--- src/rtl/i_mem_fill_ctrl_if.sv ---
// Request/response types and the bus bundle between the I-cache, the fill
// controller and the backing instruction memory.
package i_mem_fill_pkg;

    typedef struct packed {
        logic        fill_requested_address_valid;
        logic [31:0] fill_requested_address;
    } t_cache2i_mem_req;

    typedef struct packed {
        logic         valid;
        logic [127:0] filled_instruction;
        logic [27:0]  address;
    } t_i_mem2cache_rsp;

endpackage

// Handshakes: a memory read transfers on a cycle where mem_rd_req and
// mem_rd_ready are both high; mem_rd_addr is held while req is high and ready
// is low. mem_rd_rsp_valid qualifies mem_rd_rsp_data for one cycle and cannot
// be back-pressured. Cache request and line response are single-cycle pulses.
interface i_mem_fill_ctrl_if;
    import i_mem_fill_pkg::*;

    t_cache2i_mem_req cache2i_mem_req;
    t_i_mem2cache_rsp i_mem2cache_rsp;
    logic             mem_rd_req;
    logic [31:0]      mem_rd_addr;
    logic             mem_rd_ready;
    logic             mem_rd_rsp_valid;
    logic [31:0]      mem_rd_rsp_data;

    modport master (
        input  cache2i_mem_req,
        output i_mem2cache_rsp,
        output mem_rd_req,
        output mem_rd_addr,
        input  mem_rd_ready,
        input  mem_rd_rsp_valid,
        input  mem_rd_rsp_data
    );

    modport slave (
        output cache2i_mem_req,
        input  i_mem2cache_rsp,
        input  mem_rd_req,
        input  mem_rd_addr,
        output mem_rd_ready,
        output mem_rd_rsp_valid,
        output mem_rd_rsp_data
    );

endinterface

--- src/rtl/i_mem_fill_ctrl.sv ---
// Fetches a 16-byte line as four sequential word reads, one outstanding at a
// time, and returns it to the I-cache with sticky timeout/drop status.
module i_mem_fill_ctrl
    import i_mem_fill_pkg::*;
#(
    parameter int unsigned TIMEOUT_CYCLES = 255
) (
    input  logic               clk,
    input  logic               rst,
    i_mem_fill_ctrl_if.master  bus,
    output logic               fill_busy,
    output logic               fill_err_timeout,
    output logic               fill_err_drop,
    output logic [1:0]         fill_state
);

    typedef enum logic [1:0] {
        IDLE    = 2'd0,
        RD_REQ  = 2'd1,
        RD_WAIT = 2'd2,
        RSP     = 2'd3
    } state_e;

    // Last RD_WAIT cycle index before the word is re-requested.
    localparam logic [7:0] TMO_LAST = 8'(TIMEOUT_CYCLES - 1);

    state_e            state_q, state_d;
    logic [1:0]        wcnt_q, wcnt_d;
    logic [7:0]        tcnt_q, tcnt_d;
    logic [27:0]       base_q, base_d;
    logic [3:0][31:0]  line_q, line_d;
    logic [3:0][31:0]  hold_line_q, hold_line_d;
    logic [27:0]       hold_addr_q, hold_addr_d;
    logic              err_to_q, err_to_d;
    logic              err_drop_q, err_drop_d;

    logic              req_v;
    logic [31:0]       req_addr;
    logic              timeout_hit;
    logic              unused_addr_lsb;

    assign req_v           = bus.cache2i_mem_req.fill_requested_address_valid;
    assign req_addr        = bus.cache2i_mem_req.fill_requested_address;
    assign unused_addr_lsb = ^req_addr[3:0];
    assign timeout_hit     = (tcnt_q == TMO_LAST);

    always_ff @(posedge clk or negedge rst) begin
        if (!rst) begin
            state_q <= IDLE;
        end else begin
            state_q <= state_d;
        end
    end

    // A response in the timeout cycle takes priority over the retry.
    always_comb begin
        state_d = state_q;
        case (state_q)
            IDLE: begin
                if (req_v) state_d = RD_REQ;
            end
            RD_REQ: begin
                if (bus.mem_rd_ready) state_d = RD_WAIT;
            end
            RD_WAIT: begin
                if (bus.mem_rd_rsp_valid) begin
                    state_d = (wcnt_q == 2'd3) ? RSP : RD_REQ;
                end else if (timeout_hit) begin
                    state_d = RD_REQ;
                end
            end
            RSP: begin
                state_d = IDLE;
            end
            default: begin
                state_d = IDLE;
            end
        endcase
    end

    always_comb begin
        wcnt_d      = wcnt_q;
        tcnt_d      = tcnt_q;
        base_d      = base_q;
        line_d      = line_q;
        hold_line_d = hold_line_q;
        hold_addr_d = hold_addr_q;
        err_to_d    = err_to_q;
        err_drop_d  = err_drop_q;
        case (state_q)
            IDLE: begin
                if (req_v) begin
                    base_d = req_addr[31:4];
                    wcnt_d = 2'd0;
                end
            end
            RD_REQ: begin
                if (bus.mem_rd_ready) tcnt_d = 8'd0;
            end
            RD_WAIT: begin
                tcnt_d = tcnt_q + 8'd1;
                if (bus.mem_rd_rsp_valid) begin
                    line_d[wcnt_q] = bus.mem_rd_rsp_data;
                    wcnt_d         = wcnt_q + 2'd1;
                    // The presented line only changes when a complete line lands.
                    if (wcnt_q == 2'd3) begin
                        hold_line_d = line_d;
                        hold_addr_d = base_q;
                    end
                end else if (timeout_hit) begin
                    err_to_d = 1'b1;
                end
            end
            default: begin
            end
        endcase
        if (req_v && (state_q != IDLE)) err_drop_d = 1'b1;
    end

    always_ff @(posedge clk or negedge rst) begin
        if (!rst) begin
            wcnt_q      <= 2'd0;
            tcnt_q      <= 8'd0;
            base_q      <= 28'd0;
            line_q      <= '0;
            hold_line_q <= '0;
            hold_addr_q <= 28'd0;
            err_to_q    <= 1'b0;
            err_drop_q  <= 1'b0;
        end else begin
            wcnt_q      <= wcnt_d;
            tcnt_q      <= tcnt_d;
            base_q      <= base_d;
            line_q      <= line_d;
            hold_line_q <= hold_line_d;
            hold_addr_q <= hold_addr_d;
            err_to_q    <= err_to_d;
            err_drop_q  <= err_drop_d;
        end
    end

    always_comb begin
        bus.mem_rd_req      = (state_q == RD_REQ);
        bus.mem_rd_addr     = {base_q, wcnt_q, 2'b00};
        bus.i_mem2cache_rsp = '{valid:              (state_q == RSP),
                                filled_instruction: hold_line_q,
                                address:            hold_addr_q};
        fill_busy           = (state_q != IDLE);
        fill_err_timeout    = err_to_q;
        fill_err_drop       = err_drop_q;
        fill_state          = state_q;
    end

endmodule

--- src/flat_wrapper.sv ---
// flat-port wrapper written by rule: the top's interface ports become plain ports
module i_mem_fill_ctrl_flat import i_mem_fill_pkg::*;
#(
    parameter int unsigned TIMEOUT_CYCLES = 255
)
  (clk, rst, fill_busy, fill_err_timeout, fill_err_drop, fill_state, bus_cache2i_mem_req, bus_i_mem2cache_rsp, bus_mem_rd_req, bus_mem_rd_addr, bus_mem_rd_ready, bus_mem_rd_rsp_valid, bus_mem_rd_rsp_data);
  i_mem_fill_ctrl_if bus_i ();
  input  logic clk;
  input  logic rst;
  output logic fill_busy;
  output logic fill_err_timeout;
  output logic fill_err_drop;
  output logic [1:0] fill_state;
  input wire logic [$bits(bus_i.cache2i_mem_req)-1:0] bus_cache2i_mem_req;
  output wire logic [$bits(bus_i.i_mem2cache_rsp)-1:0] bus_i_mem2cache_rsp;
  output wire logic [$bits(bus_i.mem_rd_req)-1:0] bus_mem_rd_req;
  output wire logic [$bits(bus_i.mem_rd_addr)-1:0] bus_mem_rd_addr;
  input wire logic [$bits(bus_i.mem_rd_ready)-1:0] bus_mem_rd_ready;
  input wire logic [$bits(bus_i.mem_rd_rsp_valid)-1:0] bus_mem_rd_rsp_valid;
  input wire logic [$bits(bus_i.mem_rd_rsp_data)-1:0] bus_mem_rd_rsp_data;
  assign bus_i.cache2i_mem_req = bus_cache2i_mem_req;
  assign bus_i_mem2cache_rsp = bus_i.i_mem2cache_rsp;
  assign bus_mem_rd_req = bus_i.mem_rd_req;
  assign bus_mem_rd_addr = bus_i.mem_rd_addr;
  assign bus_i.mem_rd_ready = bus_mem_rd_ready;
  assign bus_i.mem_rd_rsp_valid = bus_mem_rd_rsp_valid;
  assign bus_i.mem_rd_rsp_data = bus_mem_rd_rsp_data;
  i_mem_fill_ctrl #(.TIMEOUT_CYCLES(TIMEOUT_CYCLES)) u_core (.clk(clk), .rst(rst), .bus(bus_i), .fill_busy(fill_busy), .fill_err_timeout(fill_err_timeout), .fill_err_drop(fill_err_drop), .fill_state(fill_state));
endmodule
--- config.mk ---
export PLATFORM = sky130hd
export DESIGN_NAME = i_mem_fill_ctrl_flat
export DESIGN_NICKNAME = d
export VERILOG_FILES = /design/src/rtl/i_mem_fill_ctrl_if.sv /design/src/rtl/i_mem_fill_ctrl.sv /design/src/flat_wrapper.sv
export SDC_FILE = /design/constraint.sdc
export NUM_CORES = 1
export LEC_CHECK = 0
export BUFFER_PORTS_ARGS = -buffer_cell sky130_fd_sc_hd__clkbuf_2
export CAP_MARGIN = 30
export CORE_MARGIN = 1.5
export CORE_UTILIZATION = 38
export CTS_CLUSTER_DIAMETER = 100
export DETAILED_ROUTE_END_ITERATION = 8
export SETUP_SLACK_MARGIN = 0.02
export SKIP_CTS_REPAIR_TIMING = 1
export SYNTH_ARGS = -nofsm -noshare
export SYNTH_HDL_FRONTEND = slang
export SYNTH_SLANG_ARGS = --single-unit
--- constraint.sdc ---
create_clock -name clk -period 1.63 [get_ports clk]
set_clock_uncertainty 0.15 [all_clocks]
set_input_delay 0.0815 -clock clk [delete_from_list [all_inputs] [get_ports clk]]
set_output_delay 0.0815 -clock clk [all_outputs]
set_load 0.01 [all_outputs]
=== Word level (Yosys, flattened, before mapping) ===
Index checks and enable logic that the tools add are counted.

* Register bits after elaboration: 326
* Input bits: 69
* Output and inout bits: 195
* Logic and storage cells: 56

* Add/subtract/negate cells: 2
* Order comparisons: 2
* Eq/ne operators: 9
* Mux-type cells: 14
* Bitwise gates (word level): 1
* Reductions and logical operators: 13

{| class="wikitable"
|+ Operators by type and width
! operator !! count
|-
| 128-bit bitwise mux || 1
|-
| 32-bit demux with 2-bit select || 1
|-
| 32-bit two-way mux || 1
|-
| 8-bit case mux with 2 select lines || 1
|-
| 2-bit two-way mux || 7
|-
| 3-bit AND reduction || 4
|-
| 8-bit by 1-bit adder with 8-bit output (second input constant) || 1
|-
| 8-bit == test (second input constant) || 1
|-
| 8-bit two-way mux || 1
|-
| 2-bit case mux with 4 select lines || 1
|-
| 2-bit == test (second input constant) || 3
|-
| 2-bit AND reduction || 3
|-
| 2-bit nonzero test || 3
|-
| 2-bit != test (second input constant) || 2
|-
| 2-bit case mux with 2 select lines || 1
|-
| 2-bit by 3-bit < comparator with 1-bit output (second input constant) || 1
|-
| 3-bit by 2-bit != test with 1-bit output (second input constant) || 1
|-
| 2-bit by 1-bit adder with 2-bit output (second input constant) || 1
|-
| 2-bit by 1-bit == test with 1-bit output (second input constant) || 1
|-
| 2-bit by 1-bit greater-or-equal comparator with 1-bit output (second input constant) || 1
|-
| 1-bit logical AND || 2
|-
| 2-bit zero test || 1
|-
| 2-bit by 1-bit != test with 1-bit output (second input constant) || 1
|-
| 1-bit NOT || 1
|}

=== Depth between registers and ports, before layout ===
* Word-level depth: 5
* Gate-level depth with buffers: 7
* Mapped depth without buffers: 5

=== Worst setup path after synthesis ===
Ideal clock, no wire load.

* Path type: register -> register
* Start: register u_core.wcnt_q[0]
* End: register u_core.state_q[1] (netlist: u_core.fill_state[1])
* Library setup time: 149 ps
* Data arrival time: 1461 ps
* Data required time: 1331 ps
* Slack: -130 ps
* Stages on the path, launching flop included: 7
* Path buffers: 3
* Period minus slack after synthesis: 1760 ps
* Cell sequence: dfrtp_1 > ha_1 > nand4b_1 > buf_2 > buf_2 > buf_2 > o311ai_0

* Word-level cells in the longest chain between the ends: 4

{| class="wikitable"
|+ RTL lines
! item !! RTL line !! text
|-
| start, declared || i_mem_fill_ctrl.sv:28 || <nowiki>logic [1:0] wcnt_q, wcnt_d;</nowiki>
|-
| start signal, assigned || i_mem_fill_ctrl.sv:131 || <nowiki>wcnt_q <= wcnt_d;</nowiki>
|-
| 2-bit == test || i_mem_fill_ctrl.sv:67 || <nowiki>state_d = (wcnt_q == 2'd3) ? RSP : RD_REQ;</nowiki>
|-
| 2-bit two-way mux || i_mem_fill_ctrl.sv:67 ||
|-
| 2-bit two-way mux || i_mem_fill_ctrl.sv:66 || <nowiki>if (bus.mem_rd_rsp_valid) begin</nowiki>
|-
| 2-bit case mux with 4 select lines || i_mem_fill_ctrl.sv:58 || <nowiki>case (state_q)</nowiki>
|-
| end signal, assigned || i_mem_fill_ctrl.sv:51 || <nowiki>state_q <= state_d;</nowiki>
|-
| end, declared || i_mem_fill_ctrl.sv:27 || <nowiki>state_e state_q, state_d;</nowiki>
|}

Every way passes these cells.
A chain may end at the register's enable or synchronous reset.

=== Worst setup path in the final report ===
* Start: register u_core.state_q[0] (netlist: u_core.fill_state[0])
* End: output port fill_busy

* Word-level cells in the longest chain between the ends: 1

{| class="wikitable"
|+ RTL lines
! item !! RTL line !! text
|-
| 2-bit nonzero test || i_mem_fill_ctrl.sv:148 || <nowiki>fill_busy = (state_q != IDLE);</nowiki>
|-
| end, declared || flat_wrapper.sv:10 || <nowiki>output logic fill_busy;</nowiki>
|}

Every way passes these cells.

==> flow_summary.ini <==
[detailed_routing]
detailedRoute.firstIterationViolations = 466
drcViolationCount = 0
detail_route.vias_per_cell = 4.94
drt_pass1_iterations = 5
antenna_violating_nets_post_route = 0
post_drt_wl_per_cell_um = 19.3
number_of_vias_after_detailed_routing = 9166
detailed_route_wire_length_mm = 35.8

[final_layout]
finalCoreUtilization_pct = 58.5
drive_above_1_share_pct = 51.9
flow.area_growth_from_synthesis_pct = 51.2
seqCellArea_mm2 = 0.00736
filler_cell_count = 2518
finish.net_count = 1510
post-route-cell-area_mm2 = 0.0185
antenna-diode-count = 0
multi_input_area_mm2 = 0.00549

[power]
vdd.ir_drop.worst_uv = 966
total_leakage_power_nw = 9.30
power.density_cell_area_mw_per_mm2 = 1450

[floorplan]
die_h_um = 182
dieWidth_um = 182
floorplan.die_area_mm2 = 0.0332
design.core.area_mm2 = 0.0316
placementRows = 65
number_of_placed_i_o_pins = 264
effective_utilization_at_floorplan_pct = 38.7

[timing]
worst_slack_ps = -174
timing.final.max_slew_violations = 0
finalCritPeriodShare_pct = 111
rsz0062_at_grt = yes
final.setup.tns_ps = -14000
max_freq_mhz = 554
finalHoldViolations = 0
final.min_clock_period_ps = 1800
setup_violations = 234

[place]
port_buffers = 257
place_ws_ps = -39.9
gp_weighted_congestion = 0.767
post_dp_cell_area_mm2 = 0.0144
place_hpwl_mm = 19.2

[worst_setup_path]
worst-endpoint-required_ps = 1400
rr_startpoint = u_core.fill_state[0]$_DFFE_PN0P_
worst_setup_path_end_kind = primary output
type_of_origin_of_the_critical_path = flop
critPathKind = reg2out
critical_path.max_fanout = 7
critPathLaunch = u_core.fill_state[0]$_DFFE_PN0P_
cp_data_arrival_time_ps = 1570

[clocking]
htree_levels = 1
clk_latency_ps = 550
cts_sinks = 294
cts_bufs_inserted = 31
clkSlewWorstSetupHoldPaths_ps = 60
cts_buffer_depth = 3
cts_tree = done
cts_root_buf = sky130_fd_sc_hd__clkbuf_16

[grt]
antenna_found_initial = 0
grt_max_degree = 51
vias_in_the_first_global_route = 8426
grtUsageTotal_pct = 17.2
gr-total-overflow = 0
wire_length_of_the_first_global_routing_pass_mm = 46.1

[logic_synthesis]
synthesized_area_mm2 = 0.0122
async_flop_share_pct = 100
synth.avg_cell_area_um2 = 12.0
count_of_different_cell_masters_after_synthesis = 39
netlist_instances = 1018
ys_seq_area_share_pct = 60.2
synth.ff_latch_count = 294
synth-edff-count = 0
synth_flop_cell = sky130_fd_sc_hd__dfrtp_1
synth.yosys.warnings = 0

[status]
outcome = finished with violations
failed_checks = setup timing

[min_path]
hold_start = bus_cache2i_mem_req[27]
worst_hold_path_type = in2reg

[job]
drv_cap = 0
==> through the flow <==
step / hold WS, ps / power (mW) / instances
3_5_place_dp: -116 / 17.5 / 1674
2_1_floorplan: -364 / 14.9 / 1019
4_1_cts: -695 / 24.4 / 1726
3_3_place_gp: -118 / 17.3 / 1674
5_1_grt: 136 / 28.1 / 1856
6_report: 148 / 26.8 / 1856
==> cells in the mapped netlist (all sizes together), types with 2 or more instances <==
cell / number / share of area [%]
xnor2: 2 / 0.14
mux2: 125 / 12
o211ai: 2 / 0.12
clkbuf: 17 / 0.52
nor2b: 2 / 0.10
nor2: 3 / 0.092
ha: 6 / 0.61
mux2i: 98 / 8.0
nand3: 10 / 0.41
or4: 2 / 0.12
a22o: 3 / 0.22
buf: 50 / 2.7
inv: 4 / 0.12
a21o: 2 / 0.12
nand2b: 2 / 0.10
o21ai: 99 / 4.1
dfrtp: 294 / 60
nand2: 281 / 8.8
==> layout by cell type (no fill, tap or decap), types with 4 or more instances in the layout <==
cell type,count
sky130_fd_sc_hd__dfrtp_1,291
sky130_fd_sc_hd__clkbuf_2,255
sky130_fd_sc_hd__nand2_1,155
sky130_fd_sc_hd__mux2i_1,94
sky130_fd_sc_hd__nand2_2,67
sky130_fd_sc_hd__clkbuf_16,67
sky130_fd_sc_hd__dlygate4sd3_1,65
sky130_fd_sc_hd__mux2_4,63
sky130_fd_sc_hd__mux2_2,62
sky130_fd_sc_hd__o21ai_2,58
sky130_fd_sc_hd__nand2_4,56
sky130_fd_sc_hd__o21ai_1,32
sky130_fd_sc_hd__buf_4,30
sky130_fd_sc_hd__buf_12,29
sky130_fd_sc_hd__buf_6,20
sky130_fd_sc_hd__buf_8,12
sky130_fd_sc_hd__nand3_1,10
sky130_fd_sc_hd__o21ai_0,9
sky130_fd_sc_hd__clkbuf_1,9
sky130_fd_sc_hd__clkbuf_8,8
sky130_fd_sc_hd__mux2i_2,4
sky130_fd_sc_hd__ha_4,4
==> state kept, by name (all words and copies together), names as in the netlist <==
name	cells
u_core.base_q	28
u_core.bus.i_mem2cache_rsp	128
u_core.fill_err_drop	1
u_core.fill_err_timeout	1
u_core.fill_state	2
u_core.hold_addr_q	28
u_core.line_q	96
u_core.tcnt_q	8
u_core.wcnt_q	2
==> cell type report <==
class	instances	area share, %
sequential	294	39.9
multi-input combinational	654	29.7
clock inverter	4	0.271
tap	402	2.72
clock buffer	48	4.98
inverter	4	0.108
timing repair buffer	450	22.3
==> report_power, final <==
part           internal [mW]  total, mW  switching, mW
Clock                   3.98       6.79           2.81
Sequential              9.09       10.4           1.29
Combinational           5.26       9.60           4.35
==> critical path, cell delays in order, from the launching register on <==
cell and delay [ps]:
sky130_fd_sc_hd__dfrtp_1 410, sky130_fd_sc_hd__buf_6 140, sky130_fd_sc_hd__buf_6 120, sky130_fd_sc_hd__or2_4 240, sky130_fd_sc_hd__buf_6 120
==> logic make-up after synthesis <==
group | share of synthesized area, %
AND/OR/NAND/NOR | 10.2
flip-flops | 60.2
multiplexers | 20.5
AO/OA/AOI/OAI | 4.93
buffers and inverters | 3.33
adder cells (fa/ha/maj) | 0.615
XOR/XNOR | 0.143
other | 0.0307
==> worst paths after layout <==
| check | to | slack, ps | cells after the start |
|---|---|---|---|
| max in group asynchronous | u_core.bus.i_mem2cache_rsp[43]$_DFFE_PN0P_ | 150 | 4 |
| min reg2reg | u_core.hold_addr_q[7]$_DFFE_PN0P_ | 310 | 2 |
| min | u_core.base_q[23]$_DFFE_PN0P_ | 150 | 3 |
| min in group asynchronous | u_core.tcnt_q[4]$_DFFE_PN0P_ | 440 | 3 |
| max reg2reg | u_core.base_q[15]$_DFFE_PN0P_ | -140 | 6 |
| max | fill_busy | -170 | 4 |
==> per-layer routing <==
layer	wire length, um	part of all wire, %	global-route usage, %
met1	15900	45	23.9
met2	17500	49	28.0
met3	1870	5.2	3.89
met4	500	1.4	3.11
met5	0	0	0
Power figures use the tool's default switching activity.
